`src/rtl/vid_pkg.sv`:
```
// vid_pkg: shared constants and types for the video scan-out engine.
// Bus commands, register indices, fetch FSM states and pixel modes.
package vid_pkg;

  localparam logic [2:0] CMD_NOP   = 3'd0;
  localparam logic [2:0] CMD_READ  = 3'd1;
  localparam logic [2:0] CMD_WRREG = 3'd2;
  localparam logic [2:0] CMD_RDATA = 3'd5;

  localparam logic [1:0] REG_BASE   = 2'd0;
  localparam logic [1:0] REG_CTRL   = 2'd1;
  localparam logic [1:0] REG_FWORDS = 2'd2;
  localparam logic [1:0] REG_UFCLR  = 2'd3;

  typedef enum logic [1:0] {
    IDLE, REQ, CMD, DATA
  } fetch_state_t;

  typedef enum logic {
    MODE_RGB32 = 1'b0,
    MODE_GRAY8 = 1'b1
  } px_mode_t;

  function automatic logic [1:0] burst_code(input int n);
    case (n)
      1:       return 2'b00;
      2:       return 2'b01;
      4:       return 2'b10;
      default: return 2'b11;
    endcase
  endfunction

endpackage

```
`src/rtl/vid_fifo.sv`:
```
// vid_fifo: synchronous pixel-word FIFO with flush and fill count.
// Ports: push/wdata in, pop/rdata out, flush clears, empty/full/fill status.
module vid_fifo #(
  parameter int WIDTH = 32,
  parameter int DEPTH = 16,
  localparam int AW = $clog2(DEPTH)
) (
  input  logic             clk,
  input  logic             reset,
  input  logic             flush,
  input  logic             push,
  input  logic [WIDTH-1:0] wdata,
  input  logic             pop,
  output logic [WIDTH-1:0] rdata,
  output logic             empty,
  output logic             full,
  output logic [AW:0]      fill
);

  logic [WIDTH-1:0] mem [DEPTH];
  logic [AW-1:0]    wp, rp;
  logic             do_push, do_pop;

  assign empty = (fill == '0);
  assign full  = (fill == (AW+1)'(DEPTH));
  // a push into a full FIFO is fine when a pop frees a slot the same cycle
  assign do_push = push & (~full | pop);
  assign do_pop  = pop & ~empty;
  assign rdata   = mem[rp];

  always_ff @(posedge clk) begin
    if (reset || flush) begin
      wp   <= '0;
      rp   <= '0;
      fill <= '0;
    end else begin
      if (do_push) wp <= wp + AW'(1);
      if (do_pop)  rp <= rp + AW'(1);
      fill <= fill + (AW+1)'(do_push) - (AW+1)'(do_pop);
    end
  end

  always_ff @(posedge clk) begin
    if (do_push && !(reset || flush)) mem[wp] <= wdata;
  end

endmodule

```
`src/rtl/vid_fetch_px.sv`:
```
// vid_fetch_px: frame-buffer burst fetcher and pixel scan-out engine.
// Bus side: sel/cmd/len/addrdata in, req/len/addrdata/cmd/tar out, ackin; video: timing in, RGB + underflow out.
module vid_fetch_px
  import vid_pkg::*;
#(
  parameter int          FIFO_DEPTH = 16,
  parameter int          BURST_LEN  = 8,
  parameter int          LOW_WM     = 4,
  parameter logic [3:0]  TARGET_ID  = 4'h1
) (
  input  logic        clk,
  input  logic        reset,
  input  logic        selin,
  input  logic [2:0]  cmdin,
  input  logic [1:0]  lenin,
  input  logic [31:0] addrdatain,
  output logic [1:0]  reqout,
  output logic [1:0]  lenout,
  output logic [31:0] addrdataout,
  output logic [2:0]  cmdout,
  output logic [3:0]  reqtar,
  input  logic        ackin,
  input  logic        enable,
  input  logic        hsync,
  input  logic        hblank,
  input  logic        vsync,
  input  logic        vblank,
  output logic [7:0]  R,
  output logic [7:0]  G,
  output logic [7:0]  B,
  output logic        underflow
);

  localparam int AW = $clog2(FIFO_DEPTH);
  localparam int BW = $clog2(BURST_LEN);
  localparam logic [BW:0]   BL_M1 = (BW+1)'(BURST_LEN - 1);
  localparam logic [BW:0]   BL_N  = (BW+1)'(BURST_LEN);
  localparam logic [31:0]   BL32  = 32'(BURST_LEN);
  localparam logic [31:0]   STEP  = 32'(4 * BURST_LEN);
  localparam logic [1:0]    BCODE = burst_code(BURST_LEN);

  fetch_state_t state, nstate;
  px_mode_t     mode;
  logic         fetch_en, vsync_q, fs, wr, rd;
  logic [31:0]  base, fwords, base_nx, fw_nx;
  logic [31:0]  cur_addr, words_left;
  logic [BW:0]  cnt, keep;
  logic         drop;
  logic         push, pop, act, empty, full;
  logic [31:0]  head;
  logic [AW:0]  fill;
  logic [1:0]   bidx;
  logic [7:0]   gray;
  logic         room, urgent;
  logic         unused_sink;

  assign unused_sink = &{1'b0, hsync, full};

  assign wr = selin && cmdin == CMD_WRREG;
  assign rd = selin && cmdin == CMD_RDATA;
  assign fs = vsync & ~vsync_q;

  // a register write on the frame-start edge must feed the reload
  assign base_nx = (wr && lenin == REG_BASE) ?
                   {addrdatain[31:2], 2'b00} : base;
  assign fw_nx   = (wr && lenin == REG_FWORDS) ? addrdatain : fwords;

  assign room   = fill <= (AW+1)'(FIFO_DEPTH - BURST_LEN);
  assign urgent = fill < (AW+1)'(LOW_WM);

  always_ff @(posedge clk) begin
    if (reset) begin
      base     <= '0;
      fwords   <= '0;
      fetch_en <= 1'b0;
      mode     <= MODE_RGB32;
      vsync_q  <= 1'b0;
    end else begin
      vsync_q <= vsync;
      if (wr) begin
        unique case (lenin)
          REG_BASE:   base   <= base_nx;
          REG_CTRL: begin
            fetch_en <= addrdatain[0];
            mode     <= px_mode_t'(addrdatain[1]);
          end
          REG_FWORDS: fwords <= addrdatain;
          REG_UFCLR:  ;
        endcase
      end
    end
  end

  always_ff @(posedge clk) begin
    if (reset) state <= IDLE;
    else       state <= nstate;
  end

  always_comb begin
    nstate = state;
    unique case (state)
      IDLE: if (fetch_en && words_left != '0 && !fs && room)
              nstate = REQ;
      REQ:  if (ackin) nstate = CMD;
      CMD:  nstate = DATA;
      DATA: if (rd && cnt == BL_M1) nstate = IDLE;
    endcase
  end

  always_comb begin
    reqout      = 2'b00;
    lenout      = 2'b00;
    addrdataout = '0;
    cmdout      = CMD_NOP;
    reqtar      = '0;
    unique case (state)
      REQ: begin
        reqout = urgent ? 2'b10 : 2'b01;
        reqtar = TARGET_ID;
      end
      CMD: begin
        cmdout      = CMD_READ;
        addrdataout = cur_addr;
        lenout      = BCODE;
        reqtar      = TARGET_ID;
      end
      default: ;
    endcase
  end

  always_ff @(posedge clk) begin
    if (reset) begin
      cur_addr   <= '0;
      words_left <= '0;
      cnt        <= '0;
      keep       <= '0;
      drop       <= 1'b0;
    end else begin
      if (state == CMD) begin
        cur_addr   <= cur_addr + STEP;
        words_left <= (words_left >= BL32) ? words_left - BL32 : '0;
        // words past the frame end are still read but not stored
        keep       <= (words_left >= BL32) ? BL_N : words_left[BW:0];
        cnt        <= '0;
        drop       <= 1'b0;
      end else if (state == DATA && rd) begin
        cnt <= cnt + (BW+1)'(1);
      end
      if (fs) begin
        cur_addr   <= base_nx;
        words_left <= fw_nx;
        // the in-flight burst belongs to the old frame
        if (state == CMD || state == DATA) drop <= 1'b1;
      end
    end
  end

  assign push = state == DATA && rd && !drop && cnt < keep;
  assign act  = enable & ~hblank & ~vblank;
  assign gray = head[{bidx, 3'b000} +: 8];
  assign pop  = act & ~empty & (mode == MODE_RGB32 || bidx == 2'd3);

  vid_fifo #(.WIDTH(32), .DEPTH(FIFO_DEPTH)) u_fifo (
    .clk   (clk),
    .reset (reset),
    .flush (fs),
    .push  (push),
    .wdata (addrdatain),
    .pop   (pop),
    .rdata (head),
    .empty (empty),
    .full  (full),
    .fill  (fill)
  );

  always_ff @(posedge clk) begin
    if (reset) begin
      R         <= '0;
      G         <= '0;
      B         <= '0;
      bidx      <= '0;
      underflow <= 1'b0;
    end else begin
      if (wr && lenin == REG_UFCLR) underflow <= 1'b0;
      {R, G, B} <= '0;
      if (act) begin
        if (empty) begin
          underflow <= 1'b1;
        end else if (mode == MODE_RGB32) begin
          {R, G, B} <= head[23:0];
        end else begin
          {R, G, B} <= {3{gray}};
          bidx      <= bidx + 2'd1;
        end
      end
      if (fs) bidx <= '0;
    end
  end

endmodule

```
`config.mk`:
```
export PLATFORM = sky130hd
export DESIGN_NAME = vid_fetch_px
export DESIGN_NICKNAME = d
export VERILOG_FILES = /design/src/rtl/vid_pkg.sv /design/src/rtl/vid_fifo.sv /design/src/rtl/vid_fetch_px.sv
export SDC_FILE = /design/constraint.sdc
export NUM_CORES = 1
export LEC_CHECK = 0
export CAP_MARGIN = 20
export CORE_ASPECT_RATIO = 0.9
export CORE_MARGIN = 3
export CORE_UTILIZATION = 45
export CTS_BUF_LIST = sky130_fd_sc_hd__clkbuf_16
export CTS_CLUSTER_SIZE = 24
export DETAILED_ROUTE_END_ITERATION = 10
export GPL_TIMING_DRIVEN = 0
export HOLD_SLACK_MARGIN = 0.06
export PLACE_DENSITY = 0.75
export SYNTH_ARGS = -nofsm -noshare
export SYNTH_HDL_FRONTEND = slang
export SYNTH_HIERARCHICAL = 1
export SYNTH_SLANG_ARGS = --single-unit
```
`constraint.sdc`:
```
create_clock -name clk -period 4.3 [get_ports clk]
set_clock_uncertainty 0.15 [all_clocks]
set_input_delay 0.86 -clock clk [delete_from_list [all_inputs] [get_ports clk]]
set_output_delay 0.86 -clock clk [all_outputs]
set_load 0.02 [all_outputs]
```
# Word-level counts from Yosys, hierarchy flattened

Memories as Yosys holds them, arrays and structs flattened. A register that Yosys moved wholly into a read port is not among the register bits.
Index checks and enable logic that the tools add are counted.

Register bits after elaboration: 182
RAM bits: 512
Output and inout bits: 68
Word-level logic and storage cells: 126
Memories kept: 1

Add/sub/neg operators: 8
$lt $le $gt $ge: 4
Equal/unequal tests: 14
Shift-type cells: 1
Mux-type cells: 31
Bitwise logic cells: 15
Reduce and logical (&&, ||, !) cells: 33

Memories:

| memory     | depth | width | rd ports | clocked after Yosys merged registers in | write ports | RTL line       | RTL |
|---|---|---|---|---|---|---|---|
| u_fifo.mem | 16    | 32    | 1        | 1                                       | 1           | vid_fifo.sv:20 | `logic [WIDTH-1:0] mem [DEPTH];` |

Operator list:

| cell                                                                   | number |
|---|---|
| 32-bit two-way mux                                                     | 8 |
| 32-bit by 6-bit adder with 32-bit output, second input constant        | 1 |
| 32-bit by 4-bit >= comparator with 1-bit output, second input constant | 1 |
| 32-bit nonzero test                                                    | 1 |
| 32-bit by 6-bit indexed part select with 8-bit output                  | 1 |
| 32-bit by 4-bit subtractor with 32-bit output, second input constant   | 1 |
| 8-bit two-way mux                                                      | 3 |
| 1-bit logical AND                                                      | 13 |
| 4-bit by 1-bit adder with 4-bit output, second input constant          | 3 |
| 2-bit two-way mux                                                      | 6 |
| 4-bit two-way mux                                                      | 3 |
| 2-bit == test, second input constant                                   | 5 |
| 1-bit two-way mux                                                      | 10 |
| 2-bit one-hot mux with 4 select lines                                  | 1 |
| 1-bit bitwise AND                                                      | 7 |
| 1-bit inverter                                                         | 7 |
| 2-bit inequality test, second input constant                           | 3 |
| 2-bit AND reduction                                                    | 3 |
| 3-bit AND reduction                                                    | 2 |
| 2-bit OR reduction                                                     | 3 |
| 5-bit by 1-bit adder with 5-bit output                                 | 1 |
| 5-bit == test, second input constant                                   | 1 |
| 5-bit by 4-bit <= comparator with 1-bit output, second input constant  | 1 |
| 5-bit zero test                                                        | 1 |
| 14 further kinds                                                       | 20 |

# Logic depth before layout (Yosys ltp)

Gate-level depths: netlist (run 1).

Depth after elaboration: 10
Depth in mapped cells: 17
Depth with buffers taken out: 16

# Hierarchy

Netlist (run 1), hierarchy kept.

By module, submodules not included:

| module       | instances | cells each | area an instance (sq um) |
|---|---|---|---|
| vid_fifo     | 1         | 894        | 19995.4 |
| vid_fetch_px | 1         | 845        | 7805.0 |

# Least setup slack after synthesis (run 1)

Ideal clock, no wire load.

Kind: reg-to-reg
From: reg u_fifo.fill[2]
To: mem u_fifo.mem[1][0] (enable)
Setup time: 0.421 ns
Arrival: 3.775 ns
Data required time: 3.729 ns
Path slack: -0.046 ns
Cell stages (with the launch flop): 11
Path buffers: 1
Cell sequence: dfxtp_1 > inv_1 > ha_1 > or4b_1 > inv_1 > nor4b_1 > a21boi_0 > o21a_1 > clkbuf_1 > nand2_1 > nor2_1

Word-level cells in the longest chain between the ends: 9
Elaborated cells between the ends (all ways): 11

RTL lines:

| what                                    | RTL line            | RTL |
|---|---|---|
| start, declared                         | vid_fifo.sv:17      | `output logic [AW:0] fill` |
| start signal, assigned                  | vid_fifo.sv:39      | `fill <= fill + (AW+1)'(do_push) - (AW+1)'(do_pop);` |
| 5-bit zero test                         | vid_fifo.sv:24      | `assign empty = (fill == '0);` |
| net empty                               | vid_fetch_px.sv:49  | `logic push, pop, act, empty, full;` |
| 1-bit inverter                          | vid_fetch_px.sv:161 | `assign pop = act & ~empty & (mode == MODE_RGB32 \|\| bidx == 2'd3);` |
| 1-bit bitwise AND (2 in series)         | vid_fetch_px.sv:161 |  |
| net pop                                 | vid_fetch_px.sv:49  |  |
| 1-bit bitwise OR                        | vid_fifo.sv:27      | `assign do_push = push & (~full \| pop);` |
| 1-bit bitwise AND                       | vid_fifo.sv:27      |  |
| 1-bit logical AND                       | vid_fifo.sv:44      | `if (do_push && !(reset \|\| flush)) mem[wp] <= wdata;` |
| 1-bit two-way mux                       | vid_fifo.sv:44      |  |
| 1-bit two-way mux (implied by the code) | vid_fifo.sv:44      |  |
| end, declared                           | vid_fifo.sv:20      |  |

The timed path passes the listed nets, and every way through them passes these cells.

# Worst setup path in the final report (run 1)

From: reg u_fifo.fill[2]
To: reg u_fifo.fill[4]

Word-level cells in the longest chain between the ends: 8
Elaborated cells between the ends (all ways): 11

RTL lines:

| what                                            | RTL line |
|---|---|
| 5-bit zero test (*)                             | vid_fifo.sv:24 |
| net empty                                       | vid_fetch_px.sv:49 |
| 1-bit inverter (*)                              | vid_fetch_px.sv:161 |
| 1-bit bitwise AND (*) (2 in series)             | vid_fetch_px.sv:161 |
| net pop                                         | vid_fetch_px.sv:49 |
| 1-bit bitwise OR                                | vid_fifo.sv:27 |
| 1-bit bitwise AND                               | vid_fifo.sv:27 |
| 5-bit by 1-bit adder with 5-bit output          | vid_fifo.sv:39 |
| 5-bit by 1-bit subtractor with 5-bit output (*) | vid_fifo.sv:39 |

Mark *: on every way through the listed nets, which the timed path passes. The rest lies on a longest branch.
A chain may end at the register's enable or synchronous reset.

==> summary.md, run 1 <==
| Metric | Value |
|---|---|
| Status | complete, no violations |
| Mapped Avg Cell Area | ~16 sq um |
| R2R setup slack | approximately 0.29 ns |
| Met1 wire length | roughly 28000 um |
| Worst-Skew Late Latency | 0.61 ns |
| Pre-CTS setup slack | -0.5940 ns |
| WL met3 | 8204 um |
| Vias in the first global route | 16815 |
| Core ar. | 60510 sq um |
| TritonCTS Sinks | ~700 |
| Layout cell share with drive strength beyond 1 | about 17% |
| Clock tree buffer depth | 3 |
| CTS buffer count | 67 |
| Cells after synthesis | approximately 1700 |
| First-pass GRT wire length | around 110000 um |
| Starting Density | roughly 46% |
| Critical Path Sink Type | register |
| Highest clock rate | between 200 and 250 MHz |
| Hold_buf cts | 0 |
| Fill count | between 4000 and 5000 |
| Top Layer Used | met4 |
| Critical path class | register to register |
| Cell Pwr Density | ~420 nW/um^2 |
| WP data arrival | ~4.4 ns |
| Met2 Routed Length | 34100 um |
| Hold depth | 2 |
| Worst-margin pin slew | ~1.0 ns |
| Total die area | approximately 65000 sq um |
| Final worst slack | between 0.2 and 0.3 ns |
| Final Hold Fails | 0 |
| Via count | 16769 |
| Iter 0 DRT Violations | about 1800 |
| Slew headroom | between 20% and 30% |
| Tcrit/Tclk final | between 90% and 100% |
| Hold WC Path Type | register to register |
| CTS clock-pin slew for the worst setup and hold paths | ~0.06 ns |
| Unrepaired setup endpoints after global routing | no |
| CP Launch Type | register |
| DR WL/cell | 25.98 um |
| Die H | 241.8 um |
| DR vias/cell | between 6 and 7 |
| Std cell rows | 85 |
| DRC | 0 |
| GRT Residual Overflow | 0 |
| Final setup fails | 0 |
| Total power | approximately 14000 uW |
| Nets | ~2000 |
| Hpwl dp | ~47000 um |
| Die extent in x | roughly 270 um |
| GRT Overall Usage | between 20 and 25% |
| Max_cap viols | 0 |
| Largest net degree at the start of global routing | 24 |
| Root Buffer | clkbuf_16 |
| GP Congestion | 0.8768 |
| # placed instances | 2649 |
| Leakage Power | 0.01072 uW |
| Mapped cell area | approximately 28000 sq um |
| Core Util, Final | between 50% and 60% |
| Final cell count without fillers | between 2000 and 3000 |
| Max IR drop VDD | 0.2900 mV |
| DRT antenna net count | 0 |
| CTS tree | done |
| Depth of the most critical reg-to-reg path | 17 |
| Synth warn | 6 |
| PortBufs | 107 |
| TritonRoute pass-1 iters | 5 |
| Min cycle time layout | about 4 ns |
| Initial antenna violation count | 2 |
| CTS H-tree lvls | 3 |
| Pins Over Slew Limit | 0 |
| Area Growth Syn to Fin | 17.00% |
| CP Max Fanout | 8 |
| CP Data Required Time | roughly 4.7 ns |
| Routed WL | slightly above 70000 um |
| IO Pins | 114 |
power by group:
| part | internal (uW) | total (uW) | leakage, uW | switching, uW |
|---|---|---|---|---|
| sequential | 7240 | 7270 | 0.00610 | 31.0 |
| combinational | 158 | 482 | 0.00353 | 324 |
| clock | 3220 | 5750 | 0.00109 | 2530 |
| total | 10600 | 13500 | 0.0107 | 2880 |
flip-flops by register name, indices dropped and copies added (netlist names), 5 cells and up, named ones only:
| register | cells |
|---|---|
| base | 32 |
| G | 8 |
| fwords | 32 |
| words_left | 32 |
| u_fifo/fill | 5 |
| u_fifo/mem | 512 |
| cur_addr | 32 |
| R | 8 |
| B | 8 |
through the flow:
step | area [sq um] | TNS [ns] | hold slack, ns
after floorplan | 27810 | -14.58 | 0.2773
after global placement | 29860 | -1591.68 | 0.2902
after detailed placement | 30320 | -31.63 | 0.2900
after CTS | 32480 | 0 | 0.3067
after global routing | 32520 | 0 | 0.3317
final | 32520 | 0 | 0.3065
repair_timing:
item,CTS,global route
setup endpoints to repair,33,12
setup buffers,0,2
resized for setup,6,6
layout make-up:
cell class,instances,area [sq um],share of cell area (%)
diodes,1,2.502,0.007695
plain buffers,103,473.0,1.454
clock buffers,70,1752,5.386
clock inverters,53,394.1,1.212
inverters,22,82.58,0.2539
multi-input cells,918,8318,25.58
flip-flops and latches,698,19100,58.73
well taps,783,979.7,3.012
repair buffers,126,1421,4.371
placed cells by master (no fill, tap or decap), types with 6 or more instances in the layout:
cell type          n
nor4_1             8
nand3_1           32
clkinv_2          15
a22o_1            22
dfxtp_1          186
nor2_4            16
and3_1            12
buf_2             13
a21o_1             9
ha_1              22
clkinv_1          11
nor2b_1            7
nor2_1            77
nand4_1           13
xor2_1            30
xnor2_1           27
mux4_2           136
o21ai_0           12
nand2_1          124
clkdlybuf4s50_1  107
inv_1             31
clkbuf_16         70
edfxtp_1         512
nand2b_1          29
o2bb2ai_1          7
or3_1              6
clkbuf_1          56
buf_1             14
a22oi_1           67
buf_4             20
and2_1            40
nor3_1            16
buf_12            15
mux2i_1           43
a21oi_1           76
metal layers:
metal / GRT usage (%) / vias up
li1: - / 7139
met1: 30.40 / 8542
met2: 35.24 / 947
met3: 6.231 / 141
met4: 5.917 / 0
met5: 0 / -
worst max-delay path: stages, from the launching register on:
cell	delay [ns]
dfxtp_1	0.38
inv_1	0.10
ha_1	0.22
or4b_1	0.26
inv_1	0.10
nor4b_2	0.27
buf_4	0.17
a21boi_4	0.26
o21a_4	0.21
inv_1	0.07
ha_1	0.27
inv_1	0.04
ha_1	0.21
fa_1	0.44
a21oi_1	0.19
nor2_1	0.06
or3_1	0.35
a21oi_1	0.18
path summary, 6_finish.rpt:
kind / start / to
hold / removal: cur_addr[1] / cur_addr[1]
hold reg to reg: cur_addr[1] / cur_addr[1]
setup reg to reg: u_fifo/fill[2] / u_fifo/fill[4]
setup / recovery: u_fifo/fill[2] / u_fifo/fill[4]
Power figures use the tool's default switching activity.
==> run 2, diff against run 1 <==
--- a/config.mk
+++ b/config.mk
@@ -6,7 +6,6 @@
 export NUM_CORES = 1
 export LEC_CHECK = 0
 export CAP_MARGIN = 20
-export CORE_ASPECT_RATIO = 0.9
 export CORE_MARGIN = 3
 export CORE_UTILIZATION = 45
 export CTS_BUF_LIST = sky130_fd_sc_hd__clkbuf_16
==> summary.md, run 2 (synthesized netlist as in run 1, its figures left out) <==
| Metric | Value |
|---|---|
| Status | complete, no violations |
| Initial antenna violation count | 0 |
| Hpwl dp | 47320 um |
| Via count | between 15000 and 20000 |
| Critical Path Sink Type | output port |
| WP data arrival | ~3 ns |
| Critical path buffer and inverter count | 5 |
| DR WL/cell | around 25 um |
| TritonCTS Sinks | 698 |
| CTS clock-pin slew for the worst setup and hold paths | approximately 0.060 ns |
| GP Congestion | 0.8794 |
| Inserted Diodes | 0 |
| Crit-path leading delay family | buffers and inverters |
| Area Growth Syn to Fin | 16.70% |
| CTS tree | done |
| CTS H-tree lvls | 3 |
| Vias in the first global route | between 15000 and 20000 |
| TritonRoute pass-1 iters | 5 |
| Critical R2R Launch | u_fifo/fill[3] |
| Grt met3 use | 3.906% |
| Max_cap viols | 0 |
| Nets | approximately 2000 |
| Fill count | between 4000 and 5000 |
| Total die area | 64790 sq um |
| Commonest non-fill, non-tap cell in the layout | edfxtp_1 |
| DRC | 0 |
| Worst path slowest cell | clkdlybuf4s50_1 |
| Pre-CTS setup slack | -0.7584 ns |
| Die extent in x | between 200 and 300 um |
| Depth of the most critical reg-to-reg path | 17 |
| Hold WC Path Type | register to register |
| CP Launch Type | register |
| Die H | 254.5 um |
| Hold depth | 2 |
| CTS buffer count | 68 |
| Starting Density | 45.80% |
| Reg-to-Reg End | u_fifo/fill[4] |
| Hold endpoint | base[6] |
| Largest net degree at the start of global routing | 27 |
| Top reg by flops | u_fifo/mem |
| Core ar. | a little over 60000 sq um |
| Clock tree buffer depth | 3 |
| Pins Over Slew Limit | 0 |
| Total power | 13320 uW |
| Root Buffer | clkbuf_16 |
| M1 GR Usage | 29.53% |
| Cell Pwr Density | 410.7 nW/um^2 |
| GRT Overall Usage | between 20% and 30% |
| Hold_buf cts | 0 |
| Highest clock rate | about 250 MHz |
| Std cell rows | 90 |
| Critical path class | register to output port |
| GR Util met2 | a little over a third |
| CP Max Fanout | 10 |
| First-pass GRT wire length | 105100 um |
| Hold Startpoint | base[6] |
| Routed WL | between 60000 and 70000 um |
| Layout cell share with drive strength beyond 1 | roughly 16% |
| Final setup fails | 0 |
| Leakage Power | ~0.011 uW |
| Slew headroom | roughly 35% |
| Final Hold Fails | 0 |
| Max IR drop VDD | around 0.25 mV |
| Flip-flop count of the largest register after layout | around 510 |
| Most frequent cells in the layout | edfxtp_1 (512), dfxtp_1 (186), mux4_2 (136) |
| CP Data Required Time | around 3.3 ns |
| Slowest stage delay, CP | roughly 0.61 ns |
| Setup Buffers After CTS | 0 |
| Final worst slack | roughly 0.25 ns |
| Min cycle time layout | 4.054 ns |
| GRT Residual Overflow | 0 |
| Iter 0 DRT Violations | roughly 1800 |
| R2R setup slack | between 0.2 and 0.25 ns |
| Top Usage Layer GRT | met2 |
| Crit path cell chain | inv_1, ha_4, clkbuf_4, clkbuf_2, clkbuf_2, and2_1, clkdlybuf4s50_1 |
| DRT antenna net count | 0 |
| Worst-margin pin slew | 0.9762 ns |
| Tcrit/Tclk final | between 90 and 100% |
| PortBufs | around 110 |
| Worst-Skew Late Latency | a little over 0.6 ns |
| IO Pins | between 100 and 150 |
| DR vias/cell | ~6 |
| Critical Path Most Common Cell | clkbuf_2 |
[run 2: where the power goes]
group | internal [uW] | total, uW | switching [uW]
Sequential | 7240 | 7270 | 30.4
Clock | 3120 | 5570 | 2450
Combinational | 158 | 483 | 325
[run 2: area by class of cell]
type                            count  area [sq um]  area share [%]
Buffer                            103         473.0           1.458
Clock buffer                       69          1727           5.323
Clock inverter                     52         349.1           1.076
Inverter                           22         82.58          0.2546
Multi-Input combinational cell    918          8318           25.64
Sequential cell                   698         19100           58.87
Tap cell                          782         978.4           3.016
Timing Repair Buffer              125          1414           4.358
[run 2: worst max-delay path by stage]
| stage | start | cells after the start | slack, ns | to |
|---|---|---|---|---|
| floorplan | u_fifo/fill[2] | 10 | -0.05 | u_fifo/mem[1][0] |
| global placement | hblank | 7 | -3.27 | u_fifo/mem[8][14] |
| detailed placement | hblank | 15 | -0.76 | u_fifo/fill[4] |
| CTS | state[0] | 7 | 0.007 | addrdataout[22] |
| global route | u_fifo/fill[3] | 17 | -0.007 | u_fifo/fill[4] |
| finish | state[0] | 7 | 0.25 | addrdataout[12] |
[run 2: repair_timing]
item / in CTS / in global routing
pin swaps: 0 / 0
endpoints found under the hold margin: 0 / 0
gates resized for setup: 6 / 6
setup endpoints to repair: 52 / 21
[run 2: worst reg2reg max path, stage by stage, from the launching register on]
cell and delay (ns):
dfxtp_1 0.39, inv_1 0.08, ha_1 0.20, or4b_1 0.26, inv_1 0.10, nor4b_2 0.26
buf_4 0.22, a21boi_4 0.31, o21a_4 0.23, inv_1 0.08, ha_1 0.29, inv_1 0.04
ha_1 0.21, fa_1 0.44, a21oi_1 0.17, nor2_1 0.06, or3_1 0.35, a21oi_1 0.15
[run 2: per-layer routing]
metal	wire length, um	vias to the layer above
met5	0	-
met1	27620	8378
met3	5679	135
met2	34750	787
met4	1836	0
li1	-	7134
[run 2: through the flow]
step	TNS, ns	instance area, sq um	std cells	utilization (%)	hold slack [ns]
2_1_floorplan	-14.58	27810	1742	-	0.2773
3_3_place_gp	-1574.19	29860	2631	49.20	0.3013
3_5_place_dp	-72.23	30330	2649	49.97	0.3074
4_1_cts	0	32410	2769	53.40	0.3173
5_1_grt	-0.006541	32440	2769	53.45	0.3442
6_report	0	32440	2769	53.45	0.3174
==> run 3, diff against run 2 <==
--- a/config.mk
+++ b/config.mk
@@ -16,5 +16,4 @@
 export PLACE_DENSITY = 0.75
 export SYNTH_ARGS = -nofsm -noshare
 export SYNTH_HDL_FRONTEND = slang
-export SYNTH_HIERARCHICAL = 1
 export SYNTH_SLANG_ARGS = --single-unit
==> summary.md, run 3 <==
| Metric | Value |
|---|---|
| Status | complete, no violations |
| Mapped cell area | approximately 28000 sq um |
| Pins Over Slew Limit | 0 |
| Depth of the most critical reg-to-reg path | 8 |
| Slew headroom | a little under a third |
| Synth warn | 0 |
| Slowest stage delay, CP | approximately 0.59 ns |
| Critical path class | register to output port |
| Yosys top cell area share | ~55% |
| CP Max Fanout | 10 |
| R2R setup slack | roughly 0.27 ns |
| Hold depth | 2 |
| Critical Path Sink Type | output port |
| First-pass GRT wire length | about 110000 um |
| Worst path slowest cell | clkbuf_1 |
| Area Growth Syn to Fin | 17.52% |
| Starting Density | between 40% and 50% |
| Cells after synthesis | 1854 |
| Min cycle time layout | between 4 and 5 ns |
| Pre-CTS setup slack | -0.7807 ns |
| Synth area leaders | edfxtp_1 (55%), dfxtp_1 (13%), mux4_2 (6.9%), mux2i_1 (5.4%), nor2_1 (1.8%) |
| Largest net degree at the start of global routing | 25 |
| Commonest non-fill, non-tap cell in the layout | edfxtp_1 |
| Hold WS | between 0.3 and 0.4 ns |
| Power Internal | ~11000 uW |
| GRT Overall Usage | 22.08% |
| TritonCTS Sinks | about 700 |
| Leakage Power | roughly 0.011 uW |
| Std cell rows | 90 |
| Critical path buffer and inverter count | 5 |
| Routed WL | around 74000 um |
| Post-synth EDFFs | between 500 and 600 |
| PortBufs | 106 |
| Seq cells post-synth | roughly 700 |
| Placed cell areas | between 30000 and 40000 sq um |
| Count leader, synth | edfxtp_1 |
| CP Data Required Time | around 3.3 ns |
| IO Pins | approximately 110 |
| Switching power total | 3053 uW |
| Worst Setup EP | addrdataout[24] |
| Core ar. | 61030 sq um |
| DR WL/cell | 25.00 um |
| Mapped Avg Cell Area | between 15 and 20 sq um |
| Layout cell share with drive strength beyond 1 | 13.15% |
| CTS clock-pin slew for the worst setup and hold paths | around 0.060 ns |
| Unique masters post-synth | 67 |
| Flip-flop count of the largest register after layout | 512 |
| Clock tree buffer depth | 3 |
| WP data arrival | roughly 3.2 ns |
| Hpwl dp | between 40000 and 50000 um |
| Max_cap viols | 0 |
| CTS H-tree lvls | 3 |
| Post-synthesis sequential area ratio | 68.02% |
| DRC | 0 |
| Top FF cell, synth | edfxtp_1 |
| Fin area | approximately 33000 sq um |
| GRT Residual Overflow | 0 |
| CTS tree | done |
| TritonRoute pass-1 iters | 6 |
| Final worst slack | 0.1441 ns |
| Total die area | roughly 65000 sq um |
| Synth area leader | edfxtp_1 |
| Final Hold Fails | 0 |
| GP Congestion | roughly 0.9 |
| Root Buffer | clkbuf_16 |
| Initial antenna violation count | 0 |
| Via count | 17480 |
| Final setup fails | 0 |
| Sw Share | roughly 22% |
| Crit-path leading delay family | buffers and inverters |
| DR vias/cell | between 5 and 6 |
| CP Launch Type | register |
| Ys async rst share | 0% |
| Iter 0 DRT Violations | between 1500 and 2000 |
| Worst-margin pin slew | around 1.0 ns |
| Max IR drop VDD | between 0.2 and 0.3 mV |
| Nets | ~2100 |
| Worst-Skew Late Latency | approximately 0.60 ns |
| Tcrit/Tclk final | a little over nine tenths |
| TNS Setup | 0 ns |
| Cell Pwr Density | 426.9 nW/um^2 |
| Crit path depth | 7 |
| Die H | 255.8 um |
| Vias in the first global route | roughly 17000 |
| Die extent in x | around 260 um |
| Crit path cell chain | inv_1, ha_2, inv_1, clkbuf_1, clkbuf_1, nor2_1, clkdlybuf4s50_1 |
| Reg-to-Reg End | B[2] |
| Fill count | between 4000 and 5000 |
| Hold WC Path Type | register to register |
| Seq pwr share | 51.9% |
| Crit path from | state[0] |
| Commonest cells in the netlist | edfxtp_1 (512), dfxtp_1 (186), mux2i_1 (151) |
| Most frequent cells in the layout | edfxtp_1 (512), dfxtp_1 (186), mux2i_1 (151) |
| Inserted Diodes | 0 |
| DRT antenna net count | 0 |
| Hold_buf cts | 0 |
| Logic pwr share | 5.8% |
| # placed instances | 2813 |
| Clock share of power | a little over two fifths |
| Highest clock rate | 240.6 MHz |
| Unrepaired setup endpoints after global routing | no |
| Top reg by flops | u_fifo.mem |
| Final cell count without fillers | between 2000 and 3000 |
| CTS buffer count | 69 |
run 3: worst min path at each step:
stage / slack [ns] / startpoint / to
4_1_cts: 0.31 / keep[1] / keep[1]
6_report: 0.32 / keep[1] / keep[1]
3_5_place_dp: 0.30 / keep[1] / keep[1]
3_3_place_gp: 0.30 / keep[2] / keep[2]
2_1_floorplan: 0.29 / keep[1] / keep[1]
5_1_grt: 0.34 / keep[1] / keep[1]
run 3: stage by stage:
step | utilization [%] | total power, uW
2_1_floorplan | - | 7923
3_3_place_gp | 49.50 | 8228
3_5_place_dp | 50.23 | 8255
4_1_cts | 54.03 | 14130
5_1_grt | 54.07 | 14470
6_report | 54.07 | 14090
run 3: area by class of cell:
class                      count  area, sq um  share of cell area [%]
multi-input combinational   1020         8473                   25.68
clock inverter                48        392.9                   1.191
buffer                       112        489.2                   1.483
timing repair buffer         135         1556                   4.717
sequential                   698        19100                   57.88
tap                          828         1036                   3.139
clock buffer                  74         1852                   5.612
inverter                      27        101.3                  0.3071
run 3: per-layer routing:
layer  global-route usage, %  vias to the layer above  share of wire, %
met5                       0                        -                 0
met2                   35.99                      932                48
met1                   30.02                     8820                40
met4                   7.000                        0               3.1
li1                        -                     7571                 -
met3                   4.383                      157               9.0
run 3: worst register-to-register path, stage by stage, from the launching register on:
cell	delay [ns]
dfxtp_1	0.31
clkbuf_1	0.26
buf_1	0.74
buf_2	0.47
clkbuf_1	0.57
a31oi_1	0.20
a31oi_1	0.54
a31oi_1	0.29
a221o_1	0.36
run 3: repair_timing:
item | 4_1_cts | 5_1_grt
endpoints found under the setup margin | 63 | 34
setup buffers | 6 | 1
pin swaps | 2 | 1
gates resized for setup | 3 | 2
run 3: power groups by stage:
stage	clock (uW)	combinational [uW]	sequential [uW]
6_report	5960	810	7320
5_1_grt	6280	869	7320
3_5_place_dp	0	794	7460
2_1_floorplan	0	473	7450
3_3_place_gp	0	772	7460
4_1_cts	6010	802	7320
run 3: cells by family after synthesis:
group           share of synthesized area [%]
compound gates                          6.871
xor+xnor                                1.840
fa+ha+maj                               1.185
buf+inv                                 2.103
flops                                   68.02
mux                                     12.64
other cells                           0.01335
simple gates                            7.330
